--- src/rtl/gray_frame_writer.sv ---
// Captures one cropped gray frame from a vs/de/pixel stream into the gray RAM write port,
// then hands the frame to the downstream window stage and holds it until proc_done.
module gray_frame_writer #(
    parameter int IMG_W  = 240,
    parameter int IMG_H  = 130,
    parameter int X_OFF  = 0,
    parameter int Y_OFF  = 0,
    parameter int ADDR_W = 15,
    parameter int CNT_W  = 11
) (
    input  logic              clk,
    input  logic              rst_n,
    input  logic              start,
    input  logic              vs,
    input  logic              de,
    input  logic [7:0]        pix_in,
    input  logic              proc_done,
    output logic              wr_req,
    output logic [7:0]        gray_data_in,
    output logic [ADDR_W-1:0] gray_data_addra,
    output logic              enable,
    output logic              busy,
    output logic              frame_err
);

    localparam logic [CNT_W-1:0]  X_LO      = CNT_W'(X_OFF);
    localparam logic [CNT_W-1:0]  Y_LO      = CNT_W'(Y_OFF);
    localparam logic [CNT_W-1:0]  X_SPAN    = CNT_W'(IMG_W);
    localparam logic [CNT_W-1:0]  Y_SPAN    = CNT_W'(IMG_H);
    localparam logic [CNT_W-1:0]  X_HI      = CNT_W'(X_OFF + IMG_W);
    localparam logic [ADDR_W-1:0] LAST_ADDR = ADDR_W'(IMG_W * IMG_H - 1);

    typedef enum logic [1:0] {S_IDLE, S_ARM, S_CAPTURE, S_HANDOFF} state_t;

    state_t             r_state, w_next;
    logic               r_vs_d, r_de_d;
    logic [CNT_W-1:0]   r_x, r_y;
    logic [ADDR_W-1:0]  r_wcnt;
    logic               r_wr_req, r_err;
    logic [7:0]         r_data;
    logic [ADDR_W-1:0]  r_addr;

    logic w_vs_rise, w_de_fall, w_x_in, w_y_in, w_last_wr;
    logic w_clear, w_count, w_accept, w_err;

    function automatic logic [CNT_W-1:0] sat_inc(input logic [CNT_W-1:0] v);
        return (v == {CNT_W{1'b1}}) ? v : v + 1'b1;
    endfunction

    assign w_vs_rise = vs & ~r_vs_d;
    assign w_de_fall = ~de & r_de_d;
    // Offset subtraction wraps below the window start, so one compare covers both bounds.
    assign w_x_in    = (r_x - X_LO) < X_SPAN;
    assign w_y_in    = (r_y - Y_LO) < Y_SPAN;
    assign w_last_wr = r_wr_req && (r_addr == LAST_ADDR);

    always_ff @(posedge clk or negedge rst_n) begin
        if (!rst_n) begin
            r_state <= S_IDLE;
        end else begin
            r_state <= w_next;
        end
    end

    always_comb begin
        w_next   = r_state;
        w_clear  = 1'b0;
        w_count  = 1'b0;
        w_accept = 1'b0;
        w_err    = 1'b0;
        case (r_state)
            S_IDLE: begin
                if (start) w_next = S_ARM;
            end
            S_ARM: begin
                if (w_vs_rise) begin
                    w_next  = S_CAPTURE;
                    w_clear = 1'b1;
                end
            end
            S_CAPTURE: begin
                if (w_last_wr) begin
                    w_next = S_HANDOFF;
                end else if (w_vs_rise) begin
                    w_err   = 1'b1;
                    w_clear = 1'b1;
                end else if (w_de_fall && w_y_in && (r_x < X_HI)) begin
                    w_err  = 1'b1;
                    w_next = S_ARM;
                end else begin
                    w_count  = 1'b1;
                    w_accept = de & w_x_in & w_y_in;
                end
            end
            S_HANDOFF: begin
                if (proc_done) w_next = S_IDLE;
            end
            default: w_next = S_IDLE;
        endcase
    end

    always_ff @(posedge clk or negedge rst_n) begin
        if (!rst_n) begin
            r_vs_d <= 1'b0;
            r_de_d <= 1'b0;
            r_x    <= '0;
            r_y    <= '0;
            r_wcnt <= '0;
        end else begin
            r_vs_d <= vs;
            r_de_d <= de;
            if (w_clear) begin
                r_x    <= '0;
                r_y    <= '0;
                r_wcnt <= '0;
            end else if (w_count) begin
                if (de) begin
                    r_x <= sat_inc(r_x);
                end else if (w_de_fall) begin
                    r_x <= '0;
                    r_y <= sat_inc(r_y);
                end
                if (w_accept) r_wcnt <= r_wcnt + 1'b1;
            end
        end
    end

    // Write port is registered: the pixel accepted this cycle is written on the next one.
    always_ff @(posedge clk or negedge rst_n) begin
        if (!rst_n) begin
            r_wr_req <= 1'b0;
            r_data   <= '0;
            r_addr   <= '0;
            r_err    <= 1'b0;
        end else begin
            r_wr_req <= w_accept;
            r_err    <= w_err;
            if (w_accept) begin
                r_data <= pix_in;
                r_addr <= r_wcnt;
            end
        end
    end

    assign wr_req          = r_wr_req;
    assign gray_data_in    = r_data;
    assign gray_data_addra = r_addr;
    assign frame_err       = r_err;
    assign enable          = (r_state == S_HANDOFF);
    assign busy            = (r_state != S_IDLE);

endmodule

--- config.mk ---
export PLATFORM = sky130hd
export DESIGN_NAME = gray_frame_writer
export DESIGN_NICKNAME = d
export VERILOG_FILES = /design/src/rtl/gray_frame_writer.sv
export SDC_FILE = /design/constraint.sdc
export NUM_CORES = 1
export LEC_CHECK = 0
export ABC_AREA = 0
export CAP_MARGIN = 20
export CORE_MARGIN = 2
export CORE_UTILIZATION = 35
export DETAILED_ROUTE_END_ITERATION = 10
export DONT_BUFFER_PORTS = 1
export GPL_TIMING_DRIVEN = 0
export SYNTH_ARGS = -nofsm -noshare
export SYNTH_HDL_FRONTEND = slang
export SYNTH_SLANG_ARGS = --single-unit
--- constraint.sdc ---
create_clock -name clk -period 2.95 [get_ports clk]
set_input_delay 0.885 -clock clk [delete_from_list [all_inputs] [get_ports clk]]
set_output_delay 0.885 -clock clk [all_outputs]
set_load 0.02 [all_outputs]
==> key figures <==
Clock tree
  • TritonCTS clock tree: done
  • Clk slew on worst S/H paths: about 0.080 ns
  • Clock root buffer: clkbuf_8
  • Setup bufs post-CTS: 0
  • Clock latency on the worst-skew pair: ~0.36 ns
  • Clock buffer count from CTS: 9
  • Post-CTS Hold Buffers: 0
  • CTS sink cnt: 66
  • # H-tree levels: 3
  • Max Buffers Root-to-Sink: 2
  • Post-CTS Resized: 0

Floorplan
  • Row cnt: 35
  • Io pins: between 40 and 50
  • Die Wd: 101 microns
  • Core Footprint: a little over 9000 sq um
  • Die Y: a little over 100 microns
  • DIE AREA: just over 10000 sq um
  • Starting Density: a little over a third

Yosys
  • Seq/Total Area, Yosys: between 40% and 50%
  • Post-synthesis average cell area: ~11 sq um
  • Post-synth EDFFs: 0
  • Post-synth cell types: 48
  • Synth Register Bits: 66
  • Instance count of the mapped netlist: around 310
  • Mapped Area: ~3300 sq um
  • Syn nets: ~340
  • Asr flop ratio synth: between 90% and 100%
  • Synthesis warning total: 0
  • Top_reg_cell synth: dfrtp_1

Critical path
  • Critical Path Most Common Cell: a21oi_1
  • R2R setup slack: approximately 0.24 ns
  • Worst EP required: ~3.2 ns
  • CP Max Fanout: 6
  • Crit path largest cell delay: 0.80 ns
  • Critical Path Start Type: register
  • Type of the worst setup path: register to register
  • Reg2reg end: r_x[9]
  • Crit. End Element: register
  • Arr. time, crit path: between 2 and 3 ns
  • Worst path cell trace: nand4b_1 -> o41ai_1 -> a21oi_1 -> nor2_1 -> o21ai_0 -> a21oi_1
  • Reg2Reg Launch Point: gray_data_addra[10]
  • FF-to-FF path depth: 6
  • Crit path max-delay cell type: o41ai_1

Timing
  • Final Critical Period: between 2 and 3 ns
  • Setup TNS: 0 ns
  • RSZ-0062 raised after global routing: no
  • Worst Tran Pin Value: around 0.82 ns
  • Tcrit/Tclk final: 92.0%
  • Rel. slew slack: 44.5%
  • Worst Skew: around 0.014 ns
  • Final hold violation count: 0
  • Final slew viol count: 0
  • Final setup violation count: 0
  • FMAX: ~0.37 GHz

Placed design
  • GP Congestion: just over 0.8
  • Post-DP Area: approximately 3400 sq um
  • Post-DP HPWL: around 4.7 mm
  • Number of port buffers: 0

Final layout
  • Share of cells above drive strength 1: 17.3%
  • Multi-input logic area: approximately 1600 sq um
  • Nets: ~350
  • Area Overhead vs Synth: 9.30%
  • Fillers: approximately 930
  • Fin area: between 3000 and 4000 sq um
  • Reg area: 1650 sq um
  • Diodes inserted: 0

Drt
  • Via count: approximately 2400
  • Final wirelength: just under 7 mm
  • Post-DR vias/cell: roughly 5.5
  • Post-DRT Antenna Nets: 0
  • Wire length per cell: roughly 16 microns
  • # DRC: 0
  • First-pass iteration count of the detailed router: 4
  • DRT iter0 DRCs: 100

Run status
  • Status: complete, no violations

Global routing
  • Largest net degree at the start of global routing: 67
  • Total gr overflow: 0
  • Initial antenna violation count: 0
  • GRT Overall Usage: around 15%
  • Number of global-route vias before repair: 2279
  • First-pass GRT wire length: 11.5 mm

Pwr
  • PD cells: between 700 and 800 nW/um^2
  • Total power: between 0.002 and 0.003 W
  • Maximum VDD drop: 0.382 mV
  • P_leak: 1.50 nW

Run
  • Max cap viols: 0

Hold path
  • Hold Crit Class: input port to asynchronous set/reset pin
cells in the mapped netlist, types with 2 or more instances:
library cell / count / area (sq um)
dfrtp_1: 66 / 1650
nor2_1: 29 / 109
nand2_1: 24 / 90.1
mux2_2: 21 / 236
nand3_1: 17 / 85.1
xnor2_1: 17 / 149
o21ai_0: 15 / 75.1
a21oi_1: 14 / 70.1
nand4_1: 12 / 75.1
inv_1: 11 / 41.3
ha_1: 8 / 100
clkbuf_1: 7 / 26.3
nor3_1: 7 / 35.0
nor3_2: 7 / 70.1
and3_1: 6 / 37.5
nor4_1: 6 / 37.5
and4_1: 3 / 26.3
buf_4: 3 / 22.5
nand4b_1: 3 / 26.3
or3_1: 3 / 18.8
xor2_1: 3 / 26.3
a31oi_1: 2 / 12.5
nand2b_1: 2 / 12.5
nor2b_1: 2 / 12.5
nor4_2: 2 / 25.0
o41ai_1: 2 / 17.5
layout by cell type (no fill, tap or decap), types with 7 or more instances in the layout:
cell type / n
a21oi_1: 14
clkbuf_1: 7
clkbuf_8: 9
dfrtp_1: 66
ha_1: 8
inv_1: 11
mux2_2: 21
nand2_1: 24
nand3_1: 17
nand4_1: 12
nor2_1: 29
nor3_1: 7
nor3_2: 7
o21ai_0: 15
xnor2_1: 17
worst max-delay path by stage:
stage	start	to	slack [ns]
floorplan	de	r_x[0]	0.46
global placement	de	r_x[0]	0.26
detailed placement	de	r_x[0]	0.23
CTS	gray_data_addra[10]	r_x[9]	0.29
global route	gray_data_addra[5]	r_x[9]	0.08
finish	gray_data_addra[10]	r_x[9]	0.24
state kept, by name (all words and copies together), names as in the netlist:
| name | cells |
|---|---|
| gray_data_in | 8 |
| r_state | 2 |
| frame_err | 1 |
| r_vs_d | 1 |
| wr_req | 1 |
| gray_data_addra | 15 |
| r_y | 11 |
| r_wcnt | 15 |
| r_x | 11 |
| r_de_d | 1 |
worst max-delay path, delay by kind of cell (launching register included):
kind,cells,cell delay [ns]
AO/OA/AOI/OAI,4,1.48
flip-flops,1,0.47
AND/OR/NAND/NOR,2,0.67
per-stage QoR:
step | hold WS, ns | util, % | cells | worst slack [ns]
after floorplan | 0.484 | - | 314 | 0.461
after global placement | 0.506 | 37.5 | 425 | 0.258
after detailed placement | 0.514 | 37.5 | 425 | 0.231
after CTS | 0.204 | 39.3 | 441 | 0.293
after global routing | 0.203 | 39.3 | 441 | 0.0781
final | 0.224 | 39.3 | 441 | 0.235
power breakdown:
group | total, W | internal (W) | switching [W]
Sequential | 0.00131 | 0.00106 | 0.000246
Combinational | 0.000598 | 0.000253 | 0.000345
Clock | 0.000670 | 0.000302 | 0.000368
routing by layer:
metal,share of wire (%),global-route usage (%)
met1,48,20.6
met2,43,20.5
met3,6.6,4.28
met4,2.3,7.48
met5,0,0
layout make-up:
type | count | area share [%]
multi-input combinational | 226 | 43.0
tap | 111 | 3.84
inverter | 11 | 1.14
clock inverter | 7 | 1.25
buffer | 11 | 1.66
sequential | 66 | 45.7
clock buffer | 9 | 3.43
kinds of logic (layout without fill, tap and decap cells):
kind of cell	after synthesis	in the layout	share of synthesized area [%]
flops	66	66	49.9
buf+inv	22	38	3.06
compound gates	49	49	9.87
fa+ha+maj	8	8	3.03
simple gates	127	127	21.4
xor+xnor	20	20	5.30
mux	22	22	7.45
Power figures use the tool's default switching activity.
